--- config.mk ---
export PLATFORM = sky130hd
export DESIGN_NAME = scope_capture_ctrl
export DESIGN_NICKNAME = d
export VERILOG_FILES = /design/src/rtl/scope_capture_ctrl.sv
export SDC_FILE = /design/constraint.sdc
export NUM_CORES = 1
export LEC_CHECK = 0
export BUFFER_PORTS_ARGS = -buffer_cell sky130_fd_sc_hd__buf_4
export CAP_MARGIN = 20
export CORE_UTILIZATION = 55
export DETAILED_ROUTE_END_ITERATION = 8
export PLACE_DENSITY_LB_ADDON = 0.12
export SLEW_MARGIN = 5
export SYNTH_ARGS = -nofsm -noshare
export SYNTH_HDL_FRONTEND = slang
export SYNTH_SLANG_ARGS = --single-unit
--- constraint.sdc ---
create_clock -name clk -period 2.8 [get_ports clk]
set_input_delay 0.14 -clock clk [delete_from_list [all_inputs] [get_ports clk]]
set_output_delay 0.14 -clock clk [all_outputs]
set_load 0.02 [all_outputs]
--- src/rtl/scope_capture_ctrl.sv ---
// Oscilloscope capture sequencer: circular pre-trigger buffer, level trigger,
// post-trigger fill and chronological readout through an async-read RAM.
module scope_capture_ctrl #(
  parameter int DATA_WIDTH = 8,
  parameter int ADDR_WIDTH = 8
) (
  input  logic                  clk,
  input  logic                  rst_n,
  input  logic                  arm,
  input  logic                  abort,
  input  logic [ADDR_WIDTH-1:0] pretrig,
  input  logic [DATA_WIDTH-1:0] trig_level,
  input  logic                  trig_falling,
  input  logic                  force_trig,
  input  logic [DATA_WIDTH-1:0] sample_in,
  input  logic                  sample_valid,
  output logic                  ram_cs,
  output logic                  ram_we,
  output logic                  ram_oe,
  output logic [ADDR_WIDTH-1:0] ram_addr_in,
  output logic [DATA_WIDTH-1:0] ram_data_in,
  output logic [ADDR_WIDTH-1:0] ram_addr_out,
  input  logic [DATA_WIDTH-1:0] ram_rd_data,
  input  logic                  rd_start,
  output logic [DATA_WIDTH-1:0] rd_data,
  output logic                  rd_valid,
  input  logic                  rd_ready,
  output logic                  rd_last,
  output logic                  busy,
  output logic                  triggered,
  output logic                  done
);

  localparam logic [ADDR_WIDTH-1:0] ONE  = 1;
  localparam logic [ADDR_WIDTH-1:0] LAST = '1;

  typedef enum logic [2:0] {
    IDLE,
    PRE,
    WAIT_TRIG,
    POST,
    DONE,
    READ
  } state_t;

  state_t state;
  state_t state_nx;

  logic [ADDR_WIDTH-1:0] wr_ptr;
  logic [ADDR_WIDTH-1:0] rd_ptr;
  logic [ADDR_WIDTH-1:0] fill_cnt;
  logic [ADDR_WIDTH-1:0] post_cnt;
  logic [ADDR_WIDTH-1:0] rd_cnt;
  logic [ADDR_WIDTH-1:0] trig_addr;
  logic [ADDR_WIDTH-1:0] cfg_pretrig;
  logic [DATA_WIDTH-1:0] cfg_level;
  logic                  cfg_falling;
  logic [DATA_WIDTH-1:0] prev_sample;
  logic                  prev_valid;

  logic wr_state;
  logic edge_rise;
  logic edge_fall;
  logic trig_hit;
  logic pre_full;
  logic post_end;
  logic last_beat;
  logic no_post;

  assign wr_state  = (state == PRE) || (state == WAIT_TRIG) ||
                     (state == POST);
  assign edge_rise = prev_valid && (prev_sample < cfg_level) &&
                     (sample_in >= cfg_level);
  assign edge_fall = prev_valid && (prev_sample >= cfg_level) &&
                     (sample_in < cfg_level);
  assign trig_hit  = sample_valid &&
                     (force_trig || (cfg_falling ? edge_fall : edge_rise));
  assign pre_full  = sample_valid && ((fill_cnt + ONE) == cfg_pretrig);
  assign post_end  = sample_valid && (post_cnt == ONE);
  assign last_beat = (rd_cnt == LAST);
  // DEPTH-1-pretrig is just the bitwise complement of pretrig
  assign no_post   = (~cfg_pretrig == '0);

  always_ff @(posedge clk) begin
    if (!rst_n) begin
      state <= IDLE;
    end else begin
      state <= state_nx;
    end
  end

  always_comb begin
    state_nx = state;
    if (abort) begin
      state_nx = IDLE;
    end else begin
      unique case (state)
        IDLE: begin
          if (arm) state_nx = (pretrig == '0) ? WAIT_TRIG : PRE;
        end
        PRE: begin
          if (pre_full) state_nx = WAIT_TRIG;
        end
        WAIT_TRIG: begin
          if (trig_hit) state_nx = no_post ? DONE : POST;
        end
        POST: begin
          if (post_end) state_nx = DONE;
        end
        DONE: begin
          if (rd_start) state_nx = READ;
        end
        READ: begin
          if (rd_ready && last_beat) state_nx = IDLE;
        end
        default: state_nx = IDLE;
      endcase
    end
  end

  always_ff @(posedge clk) begin
    if (!rst_n) begin
      wr_ptr      <= '0;
      rd_ptr      <= '0;
      fill_cnt    <= '0;
      post_cnt    <= '0;
      rd_cnt      <= '0;
      trig_addr   <= '0;
      cfg_pretrig <= '0;
      cfg_level   <= '0;
      cfg_falling <= 1'b0;
      prev_sample <= '0;
      prev_valid  <= 1'b0;
      triggered   <= 1'b0;
    end else if (abort) begin
      triggered <= 1'b0;
    end else begin
      if (state == IDLE && arm) begin
        cfg_pretrig <= pretrig;
        cfg_level   <= trig_level;
        cfg_falling <= trig_falling;
        wr_ptr      <= '0;
        fill_cnt    <= '0;
        prev_valid  <= 1'b0;
        triggered   <= 1'b0;
      end
      if (wr_state && sample_valid) begin
        wr_ptr      <= wr_ptr + ONE;
        prev_sample <= sample_in;
        prev_valid  <= 1'b1;
      end
      if (state == PRE && sample_valid) begin
        fill_cnt <= fill_cnt + ONE;
      end
      if (state == WAIT_TRIG && trig_hit) begin
        trig_addr <= wr_ptr;
        triggered <= 1'b1;
        post_cnt  <= ~cfg_pretrig;
      end
      if (state == POST && sample_valid) begin
        post_cnt <= post_cnt - ONE;
      end
      if (state == DONE && rd_start) begin
        rd_ptr <= trig_addr - cfg_pretrig;
        rd_cnt <= '0;
      end
      if (state == READ && rd_ready) begin
        rd_ptr <= rd_ptr + ONE;
        rd_cnt <= rd_cnt + ONE;
        if (last_beat) triggered <= 1'b0;
      end
    end
  end

  always_comb begin
    ram_cs       = 1'b0;
    ram_we       = 1'b0;
    ram_oe       = 1'b0;
    ram_addr_in  = '0;
    ram_data_in  = '0;
    ram_addr_out = '0;
    rd_data      = '0;
    rd_valid     = 1'b0;
    rd_last      = 1'b0;
    done         = 1'b0;
    busy         = (state != IDLE);
    if (wr_state) begin
      ram_cs      = 1'b1;
      // an abort or reset this cycle must not land one more write
      ram_we      = sample_valid && !abort && rst_n;
      ram_addr_in = wr_ptr;
      ram_data_in = sample_in;
    end
    if (state == DONE) begin
      done = 1'b1;
    end
    if (state == READ) begin
      ram_cs       = 1'b1;
      ram_oe       = 1'b1;
      ram_addr_out = rd_ptr;
      rd_data      = ram_rd_data;
      rd_valid     = 1'b1;
      rd_last      = last_beat;
    end
  end

endmodule

Yosys cells after proc, flatten, opt, wreduce, memory -nomap -nowiden
Index checks and enable logic that the tools add are counted.
- RAM bits: 0
- bits in read-only memories: 0
- register bits: 78
- output and inout bits: 40
- memories: 0
- latch bits: 0
- shift-type cells: 0
- divide/modulo/power cells: 0
- eq/ne operators: 14
- bitwise operators: 3
- reductions and logical operators: 38
- multiplexer cells: 35
- $add $sub $neg: 6
- magnitude comparators: 4
- multipliers: 0
- operator list (operator ; count):
    $mux W8 ; 13
    $add A8 B1 Y8 const B ; 4
    $mux W3 ; 7
    $pmux W3 S6 ; 1
    $logic_and A1 B1 Y1 ; 17
    $ge A8 B8 Y1 ; 2
    $logic_not A8 Y1 ; 2
    $lt A8 B8 Y1 ; 2
    $reduce_and A2 Y1 ; 7
    $mux W1 ; 13
    $ne A2 B2 Y1 const B ; 6
    $eq A8 B1 Y1 const B ; 1
    $eq A8 B8 Y1 ; 1
    $eq A8 B8 Y1 const B ; 1
    $not A8 Y8 ; 1
    $reduce_bool A2 Y1 ; 4
    $sub A8 B1 Y8 const B ; 1
    $sub A8 B8 Y8 ; 1
    $eq A3 B2 Y1 const B ; 2
    $eq A3 B3 Y1 const B ; 2
    $reduce_and A6 Y1 ; 1
    $eq A3 B1 Y1 const B ; 1
    $logic_not A3 Y1 ; 1
    $logic_or A1 B1 Y1 ; 3
    5 further kinds ; 6

Logic depth before layout (Yosys ltp)
Gate-level depths: netlist of the first run.
- depth after elaboration: 10
- depth in mapped cells: 10
- depth with buffers taken out: 10

Least setup slack after synthesis of the first run
No wires, ideal clock.
- path kind: reg-to-reg
- from: register cfg_level[1]
- to: register trig_addr[3]
- clock period less this slack: 2229 ps
- path buffers: 1
- stages on the path, launching flop included: 11
- arrival time: 2101 ps
- setup time: 128 ps
- slack: 571 ps
- path through: dfxtp_1 > inv_1 > ha_1 > nor2b_1 > o211ai_1 > a31oi_1 > o211a_1 > o211ai_2 > buf_2 > mux2i_1 > nor2_1
- cells in the longest elaborated chain, start to end: 8
- elaborated cells on any way between the ends: 13
- RTL lines (item ; line ; text):
    start: declaration ; 56 ; logic [DATA_WIDTH-1:0] cfg_level;
    start signal: assignment ; 140 ; cfg_level <= trig_level;
    $lt A8 B8 Y1 / $ge A8 B8 Y1 (equally long branches) ; 72, 74 ;
    $logic_and A1 B1 Y1, on equally long branches (2 in series) ; 72, 74 ;
    $mux W1 * ; 77 ; (force_trig || (cfg_falling ? edge_fall : edge_rise));
    $logic_or A1 B1 Y1 * ; 77 ;
    $logic_and A1 B1 Y1 * ; 76 ; assign trig_hit = sample_valid &&
    $logic_and A1 B1 Y1 * ; 155 ; if (state == WAIT_TRIG && trig_hit) begin
    $reduce_and A2 Y1 (no source line) * ; -- ;
    end signal: assignment ; 156 ; trig_addr <= wr_ptr;
    end: declaration ; 54 ; logic [ADDR_WIDTH-1:0] trig_addr;
Every way passes the cells marked *; elsewhere a longest branch is shown, timed or not.
A chain may end at the register's enable or synchronous reset.

Worst setup path after layout of the first run
- from: register cfg_level[5]
- to: register post_cnt[3]
- cells in the longest elaborated chain, start to end: 9
- elaborated cells on any way between the ends: 14
- RTL lines (item ; line ; text):
    $lt A8 B8 Y1 / $ge A8 B8 Y1 (equally long branches) ; 72, 74 ;
    $logic_and A1 B1 Y1, on equally long branches (2 in series) ; 72, 74 ;
    $mux W1 * ; 77 ;
    $logic_or A1 B1 Y1 * ; 77 ;
    $logic_and A1 B1 Y1 * ; 76 ;
    $logic_and A1 B1 Y1 * ; 155 ;
    $reduce_bool A2 Y1 (no source line) * ; -- ;
    $reduce_and A2 Y1 (no source line) * ; -- ;
    end signal: assignment ; 158 ; post_cnt <= ~cfg_pretrig;
    end signal: assignment ; 161 ; post_cnt <= post_cnt - ONE;
    end: declaration ; 52 ; logic [ADDR_WIDTH-1:0] post_cnt;
Marked as above.

==> metrics.cfg, run 1 <==
[setup_path]
crit_slowest_cell = or3_1
critPathKind = register to register
cp_slowest_stage_delay_ns = 0.43
worst_setup_path_start_kind = register
critPathMaxFanout = 6
required_ns = 3.08
arrival_ns = 2.82
end_kind = register
path_cells = inv_1 > ha_1 > a211oi_1 > o21bai_1 > o31a_1 > a211oi_4 > o21bai_1 > or3_1 > o211ai_1
crit_path_frequent_cell = o21bai_1

[yosys]
synth_cell_type_count = 63
synth_area_per_cell_um2 = 7.72
synth_seq_cells = 78
synth_flop_cell = dfxtp_1
mappedNetlistNets = 681
synth_warnings = 0
synth-edff-count = 0
async_flop_share_pct = 0
synthesis.area_um2 = 4710
postSynthCellCount = 610
synth_seq_area_share_pct = 33.2

[power_and_ir_drop]
worst_ir_drop_vdd_uv = 244
leakagePower_nw = 2.34
p_per_area_nw_per_um2 = 449

[placed_design]
dp_hpwl_mm = 9.41
place_ws_ns = 0.211
io_buffers = 80
post_dp_cell_area_um2 = 5430
place_congestion = 0.957
dp.cells = 783

[sta]
timing.final.ws_setup_ns = 0.254
maxSlewViolCount = 0
timing.final.hold_violations = 0
tns_ns = 0
fin_crit_ns = 2.55
rsz0062_at_grt = no
fmax_mhz = 393
timing.final.crit_share_pct = 90.9
setup_viol = 0
timing.hold.ws_ns = 0.0113
maxSlewHeadroom_pct = 43.4
final.setup_skew_ns = 0.00971
worst_pin_slew_ns = 0.848

[final_layout]
final_cells = 799
antennaDiodeCount = 0
final_nets = 760
post-route-cell-area_um2 = 5680
drive_gt1_share_pct = 17.9
areaGrowthSynthToFinish_pct = 20.8

[grt]
grt_usage_pct = 29.0
grt_pass1_wl_mm = 20.3
grtUsageMet2_pct = 50.1
busiest_layer = met2
antenna_found_initial = 0
overflow = 0
grt_pass1_vias = 4227
grt_use_met1_pct = 38.0
grt_util_met3_pct = 4.35
grt_max_degree = 27

[die]
start_util_pct = 57.0
dieArea_um2 = 8930
rows = 33
core_area_um2 = 8260
die_h_um = 94.5
ios = 81
die_w_um = 94.5

[clocking]
cts_setup_buffers = 0
root_buffer = clkbuf_8
cts.repair.resized = 0
clk_pin_slew_ns = 0.09
cts_buffers = 9
tritoncts = done
clk_latency_ns = 0.36
cts_buffer_depth = 2
cts-hold-fix-buffers = 0
cts.sinks = 78
htree_levels = 3

[routing]
viasPerCell = 5.82
vias = 4652
detail-route-antenna-nets = 0
drc = 0
wirelength_mm = 12.6
drt_iter0_drc = 251
routedWlPerCell_um = 15.8
dr.pass1.iters = 5

[run]
cap_violations = 0

[status]
run_status = finished clean

[worst_hold_path]
hp-class = input pin to register

==> registers in the layout, summed over array words and instances, names as in the netlist <==
name,cells
prev_valid,1
rd_ptr,8
post_cnt,8
triggered,1
prev_sample,8
cfg_falling,1
state,3
wr_ptr,8
cfg_level,8
trig_addr,8
rd_cnt,8
fill_cnt,8
cfg_pretrig,8
==> kinds of logic (layout without fill, tap and decap cells) <==
kind of cell | after synthesis | after routing | share of synthesized area (%)
xor gates and xnor gates | 22 | 22 | 4.09
AOI/OAI and AO/OA | 145 | 145 | 19.2
buffers and inverters | 58 | 142 | 5.02
adders and majority gates | 30 | 30 | 8.13
muxes | 11 | 11 | 2.37
DFF | 78 | 78 | 33.2
and+or+nand+nor | 266 | 266 | 28.0
==> worst paths after layout <==
kind                                   start      endpoint  depth (start not counted)  slack [ns]
worst max-delay path            cfg_level[5]   post_cnt[3]                          9        0.25
worst min-delay path                rd_ready     triggered                          2        0.01
worst max register to register  cfg_level[5]   post_cnt[3]                          9        0.25
worst min register to register  cfg_level[5]  cfg_level[5]                          2        0.46
==> power by group <==
group / internal, mW / total, mW / switching (mW)
clock network: 0.595 / 1.04 / 0.448
registers: 1.13 / 1.15 / 0.0219
logic: 0.150 / 0.358 / 0.208
total: 1.87 / 2.55 / 0.678
==> final cells by class <==
cell class	count	area, um^2
fillers	676	2570
clock buffers	9	124
multi-input cells	474	2920
clock inverters	7	120
flip-flops and latches	78	1560
inverters	31	116
well taps	105	131
repair buffers	95	713
==> critical path: cells and delay by family (launching register included) <==
kind	cells	cell delay (ns)
AOI/OAI and AO/OA	6	1.34
adders and majority gates	1	0.30
buffers and inverters	1	0.06
DFF	1	0.33
and+or+nand+nor	1	0.43
==> synthesized netlist by cell type (3+ instances only) <==
cell | instances | area share [%]
nor2b_1 | 7 | 0.93
nor3_1 | 14 | 1.5
nand3_1 | 13 | 1.4
ha_1 | 29 | 7.7
xnor2_1 | 11 | 2.0
buf_2 | 6 | 0.64
nand2_1 | 80 | 6.4
inv_1 | 31 | 2.5
or3_1 | 9 | 1.2
o21ai_0 | 30 | 3.2
nand2b_1 | 4 | 0.53
nor2_1 | 58 | 4.6
nor4_1 | 6 | 0.80
o31ai_1 | 3 | 0.48
clkbuf_1 | 15 | 1.2
o2111ai_1 | 3 | 0.56
nand3b_1 | 5 | 0.80
mux2i_1 | 10 | 2.1
buf_4 | 3 | 0.48
dfxtp_1 | 78 | 33
a21o_1 | 5 | 0.80
a211oi_1 | 4 | 0.64
a221oi_1 | 3 | 0.56
and2_1 | 34 | 4.5
nand4_1 | 16 | 2.1
a31oi_1 | 3 | 0.40
buf_1 | 3 | 0.24
and3_1 | 7 | 0.93
a21oi_1 | 63 | 6.7
o211ai_1 | 5 | 0.80
xor2_1 | 11 | 2.0
==> stage by stage <==
| stage | power (mW) | utilization (%) |
|---|---|---|
| floorplan | 1.38 | - |
| global placement | 1.52 | 65.8 |
| detailed placement | 1.53 | 65.8 |
| CTS | 2.56 | 68.7 |
| global route | 2.65 | 68.8 |
| finish | 2.55 | 68.8 |
==> cells in the final DEF (no fill, tap or decap), drive strengths merged, types with 5 or more instances in the layout <==
| cell type | instances |
|---|---|
| nor2b | 7 |
| xnor2 | 11 |
| or3 | 9 |
| buf | 95 |
| ha | 29 |
| nor4 | 6 |
| nand3b | 5 |
| xor2 | 11 |
| nand4 | 16 |
| o21ai | 31 |
| dfxtp | 78 |
| o211ai | 7 |
| nand2 | 80 |
| a21o | 5 |
| inv | 32 |
| mux2i | 10 |
| clkbuf | 9 |
| nor3 | 14 |
| a211oi | 5 |
| and3 | 7 |
| nand3 | 14 |
| and2 | 34 |
| a21oi | 63 |
| nor2 | 60 |
==> layer usage <==
metal	vias to the layer above	share of wire, %
met3	18	5.0
met4	0	1.3
met1	2182	46
li1	2302	-
met5	-	0
met2	150	48
Note: power is estimated with default switching activity, not from simulation.
==> inputs of run 2 (changes only) <==
--- a/config.mk
+++ b/config.mk
@@ -7,8 +7,9 @@
 export LEC_CHECK = 0
 export BUFFER_PORTS_ARGS = -buffer_cell sky130_fd_sc_hd__buf_4
 export CAP_MARGIN = 20
-export CORE_UTILIZATION = 55
+export CORE_UTILIZATION = 45
 export DETAILED_ROUTE_END_ITERATION = 8
+export MAX_ROUTING_LAYER = met4
 export PLACE_DENSITY_LB_ADDON = 0.12
 export SLEW_MARGIN = 5
 export SYNTH_ARGS = -nofsm -noshare
==> run 2 against run 1 <==
Effect of this change:
- non-clock buffer count shrank 1
- sequential share of layout area is essentially flat
- worst setup slack gained 0.071 ns
- global-route usage shrank 5.0 points
- largest cell class unchanged
- final area is essentially flat
- cell count grew 3.4%
- die area grew 22%
- hold slack gained 0.015 ns
- critical endpoint unchanged
- flip-flop and latch count is the same
- critical path type unchanged
==> metrics.cfg, run 2 (synthesis results as in run 1) <==
[status]
run_status = finished clean

[routing]
drt_iter0_drc = 305
dr.pass1.iters = 5
detail-route-antenna-nets = 0
met2_length_mm = 5.91
top_layer = met4
routedWlPerCell_um = 15.3
viasPerCell = 5.56
drc = 0
vias = 4594
wl_met1_mm = 5.81
dr_wl_met3_um = 620
wirelength_mm = 12.6

[final_layout]
fillers = 973
final_cell_mix = 94 x buf_4, 80 x nand2_1, 78 x dfxtp_1
final_cells = 826
ff_latch_area_um2 = 1560
final_common_cell = buf_4
multi_input_area_um2 = 2920
antennaDiodeCount = 0
areaGrowthSynthToFinish_pct = 20.7
final_nets = 759
drive_gt1_share_pct = 17.6

[placed_design]
dp_hpwl_mm = 9.44
dp.cells = 810
io_buffers = 80
place_congestion = 0.915
place_ws_ns = 0.283

[setup_path]
arrival_ns = 2.74
worst_setup_path_start_kind = register
ff2ff_path_depth = 9
r2r-start = cfg_level[5]
r2r_end = post_cnt[3]
required_ns = 3.07
critPathMaxFanout = 6
critPathKind = register to register
r2r_slack_ns = 0.33
end_kind = register

[power_and_ir_drop]
report.power.total_mw = 2.44
leakagePower_nw = 2.32
p_per_area_nw_per_um2 = 429
worst_ir_drop_vdd_uv = 272

[clocking]
clk_pin_slew_ns = 0.08
cts-hold-fix-buffers = 0
tritoncts = done
cts.repair.resized = 0
cts_setup_buffers = 0
root_buffer = clkbuf_8
cts_buffers = 9
htree_levels = 3
clk_latency_ns = 0.35
cts_buffer_depth = 2
cts.sinks = 78

[sta]
timing.hold.ws_ns = 0.0264
timing.final.ws_setup_ns = 0.325
rsz0062_at_grt = no
setup_viol = 0
tns_ns = 0
timing.final.crit_share_pct = 88.4
maxSlewViolCount = 0
final.setup_skew_ns = 0.0140
fin_crit_ns = 2.47
maxSlewHeadroom_pct = 60.1
fmax_mhz = 404
worst_pin_slew_ns = 0.597
timing.final.hold_violations = 0

[die]
die_w_um = 104
ios = 81
core_area_um2 = 9950
start_util_pct = 47.3
rows = 36
dieArea_um2 = 10900
die_h_um = 104

[grt]
grt_pass1_wl_mm = 20.8
grt_max_degree = 25
antenna_found_initial = 0
grt_pass1_vias = 4243
grt_usage_pct = 24.1
overflow = 0

[worst_hold_path]
hold_depth = 2
hold_start = rd_ready
min_to = triggered
hp-class = input pin to register

[run]
cap_violations = 0

run 2: cell count changes in the layout (fill, tap and decap cells not counted):
cell / change
clkinv_2: +1
buf_4: -1
bufinv_16: -1
inv_6: -1
clkbuf_1: +1
run 2: worst max-delay path by stage:
stage / start / endpoint / slack [ns] / depth (start not counted)
3_3_place_gp: cfg_level[1] / trig_addr[7] / 0.34 / 9
6_report: cfg_level[5] / post_cnt[3] / 0.33 / 9
2_1_floorplan: cfg_level[1] / trig_addr[3] / 0.57 / 10
5_1_grt: cfg_level[5] / post_cnt[2] / 0.12 / 9
3_5_place_dp: cfg_level[1] / trig_addr[5] / 0.28 / 9
4_1_cts: cfg_level[1] / trig_addr[5] / 0.26 / 9
run 2: through the flow:
stage	cell area, um^2	util (%)
2_1_floorplan	4710	-
3_3_place_gp	5460	54.8
3_5_place_dp	5460	54.8
4_1_cts	5670	57.0
5_1_grt	5680	57.1
6_report	5680	57.1
run 2: final cells by class:
class | count | area share [%]
Multi-Input combinational cell | 474 | 51.4
Sequential cell | 78 | 27.5
Timing Repair Buffer | 94 | 12.4
Tap cell | 133 | 2.93
Clock buffer | 10 | 2.25
Inverter | 31 | 2.05
Clock inverter | 6 | 1.52
run 2: per-layer routing:
layer / up-vias / GRT usage [%]
met5: - / -
met4: 0 / 8.27
met3: 24 / 3.01
met2: 136 / 37.8
met1: 2131 / 31.8
li1: 2303 / -
run 2: worst max-delay path, stage by stage, from the launching register on:
cell and delay, ns:
dfxtp_1 0.33, inv_1 0.06, ha_1 0.30, a211oi_1 0.22, o21bai_1 0.13, o31a_1 0.29
a211oi_4 0.30, o21bai_1 0.16, or3_1 0.43, o211ai_1 0.19
run 2: report_power, final:
| group | switching, mW | internal (mW) |
|---|---|---|
| sequential | 0.0218 | 1.13 |
| clock | 0.436 | 0.502 |
| combinational | 0.206 | 0.146 |
==> inputs of run 3 (changes only) <==
==> constraint.sdc (replaced) <==
create_clock -name clk -period 2.8 [get_ports clk]
set_input_delay 0.7 -clock clk [delete_from_list [all_inputs] [get_ports clk]]
set_output_delay 0.7 -clock clk [all_outputs]
set_load 0.02 [all_outputs]
==> run 3 against run 2 <==
Effect of this change:
- wire length is 0.68% higher
- cell count down 0.12%
- hold slack gained 0.43 ns
- register-to-register slack improved by 0.12 ns
- critical path depth decreased by 5
- total power fell by 7.2%
- utilization down 0.45 points
- sequential power hardly changed
- die area did not move
- global-route usage grew 0.91 points
- combinational power is 1% higher
- worst setup slack got worse by 0.12 ns
==> metrics.cfg, run 3 (synthesis results as in run 1) <==
[status]
run_status = finished clean

[setup_path]
worst_setup_path_start_kind = register
r2r_slack_ns = 0.45
critPathLaunch = state[2]
r2r_end = post_cnt[7]
cp-endpoint = rd_last
r2r-start = cfg_level[5]
arrival_ns = 1.90
end_kind = output port
required_ns = 2.10
critPathKind = register to output port
critPathMaxFanout = 17
ff2ff_path_depth = 9

[clocking]
cts_buffer_depth = 2
cts.repair.resized = 0
root_buffer = clkbuf_8
htree_levels = 3
cts-hold-fix-buffers = 0
cts.sinks = 78
clk_pin_slew_ns = 0.08
cts_buffers = 9
clk_latency_ns = 0.36
tritoncts = done
cts_setup_buffers = 0

[sta]
final.setup_skew_ns = 0.0102
tns_ns = 0
fmax_mhz = 385
maxSlewViolCount = 0
worst_pin_slew_ns = 0.638
maxSlewHeadroom_pct = 57.4
setup_viol = 0
timing.final.crit_share_pct = 92.7
rsz0062_at_grt = no
timing.final.hold_violations = 0
fin_crit_ns = 2.60

[final_layout]
final_cell_mix = 96 x buf_4, 80 x nand2_1, 78 x dfxtp_1
fillers = 934
drive_gt1_share_pct = 17.5
final_nets = 761
final_common_cell = buf_4
multi_input_area_um2 = 2910
final_cells = 825
ff_latch_area_um2 = 1560
areaGrowthSynthToFinish_pct = 19.8
antennaDiodeCount = 0

[routing]
drt_iter0_drc = 270
viasPerCell = 5.54
routedWlPerCell_um = 15.4
dr.pass1.iters = 5
drc = 0
wirelength_mm = 12.7
detail-route-antenna-nets = 0
vias = 4573

[grt]
grt_pass1_vias = 4343
grt_usage_pct = 25.0
overflow = 0
antenna_found_initial = 0
grt_pass1_wl_mm = 21.3
grt_max_degree = 59

[placed_design]
place_congestion = 0.876
dp_hpwl_mm = 9.62
dp.cells = 812
io_buffers = 80

[die]
ios = 81
die_w_um = 104
die_h_um = 104
start_util_pct = 47.3
core_area_um2 = 9950
dieArea_um2 = 10900
rows = 36

[power_and_ir_drop]
leakagePower_nw = 2.30
p_per_area_nw_per_um2 = 402
worst_ir_drop_vdd_uv = 237

[worst_hold_path]
hp-class = register to register

[run]
cap_violations = 0

## run 3: changes by cell type in the layout (fill, tap and decap cells not counted), sizes merged
cell,delta
clkbuf,+2
buf,+2
bufinv,-2
clkinv,-3
## run 3: final cells by class
type                       instances  area share, %
sequential                        78           27.7
clock buffer                      12           2.75
tap                              133           2.95
clock inverter                     1          0.133
timing repair buffer              96           12.8
inverter                          31           2.06
multi-input combinational        474           51.6
## run 3: metrics by stage
stage	power [mW]	instance area, um^2	utilization (%)	setup WS, ns	hold slack (ns)
after floorplan	1.38	4710	-	0.340	0.436
after global placement	1.52	5470	55.0	0.191	0.444
after detailed placement	1.53	5470	55.0	0.124	0.449
after CTS	2.28	5640	56.6	0.223	0.460
after global routing	2.38	5640	56.6	0.119	0.481
final	2.26	5640	56.6	0.203	0.460
## run 3: worst min-delay path by stage
stage	from	end	slack (ns)	cells after the start
2_1_floorplan	cfg_level[1]	cfg_level[1]	0.44	2
3_3_place_gp	cfg_level[4]	cfg_level[4]	0.44	2
3_5_place_dp	cfg_level[5]	cfg_level[5]	0.45	2
4_1_cts	cfg_level[5]	cfg_level[5]	0.46	2
5_1_grt	cfg_level[3]	cfg_level[3]	0.48	2
6_report	cfg_level[6]	cfg_level[6]	0.46	2
## run 3: routing by layer
layer / share of wire (%) / wire length [um] / global-route usage [%]
met5: 0 / 0 / -
met3: 4.4 / 558 / 3.45
met1: 47 / 5960 / 32.2
met2: 47 / 6020 / 39.5
met4: 1.4 / 176 / 9.69
## run 3: report_power, final
part / switching [mW] / total [mW] / internal (mW)
registers: 0.0225 / 1.15 / 1.13
logic: 0.207 / 0.357 / 0.150
clock network: 0.401 / 0.757 / 0.357
total: 0.630 / 2.26 / 1.63
## run 3: worst max-delay path, stage by stage (launching register included)
cell     delay (ns)
dfxtp_1        0.68
and3b_1        0.31
inv_1          0.10
nor2_1         0.25
buf_4          0.20
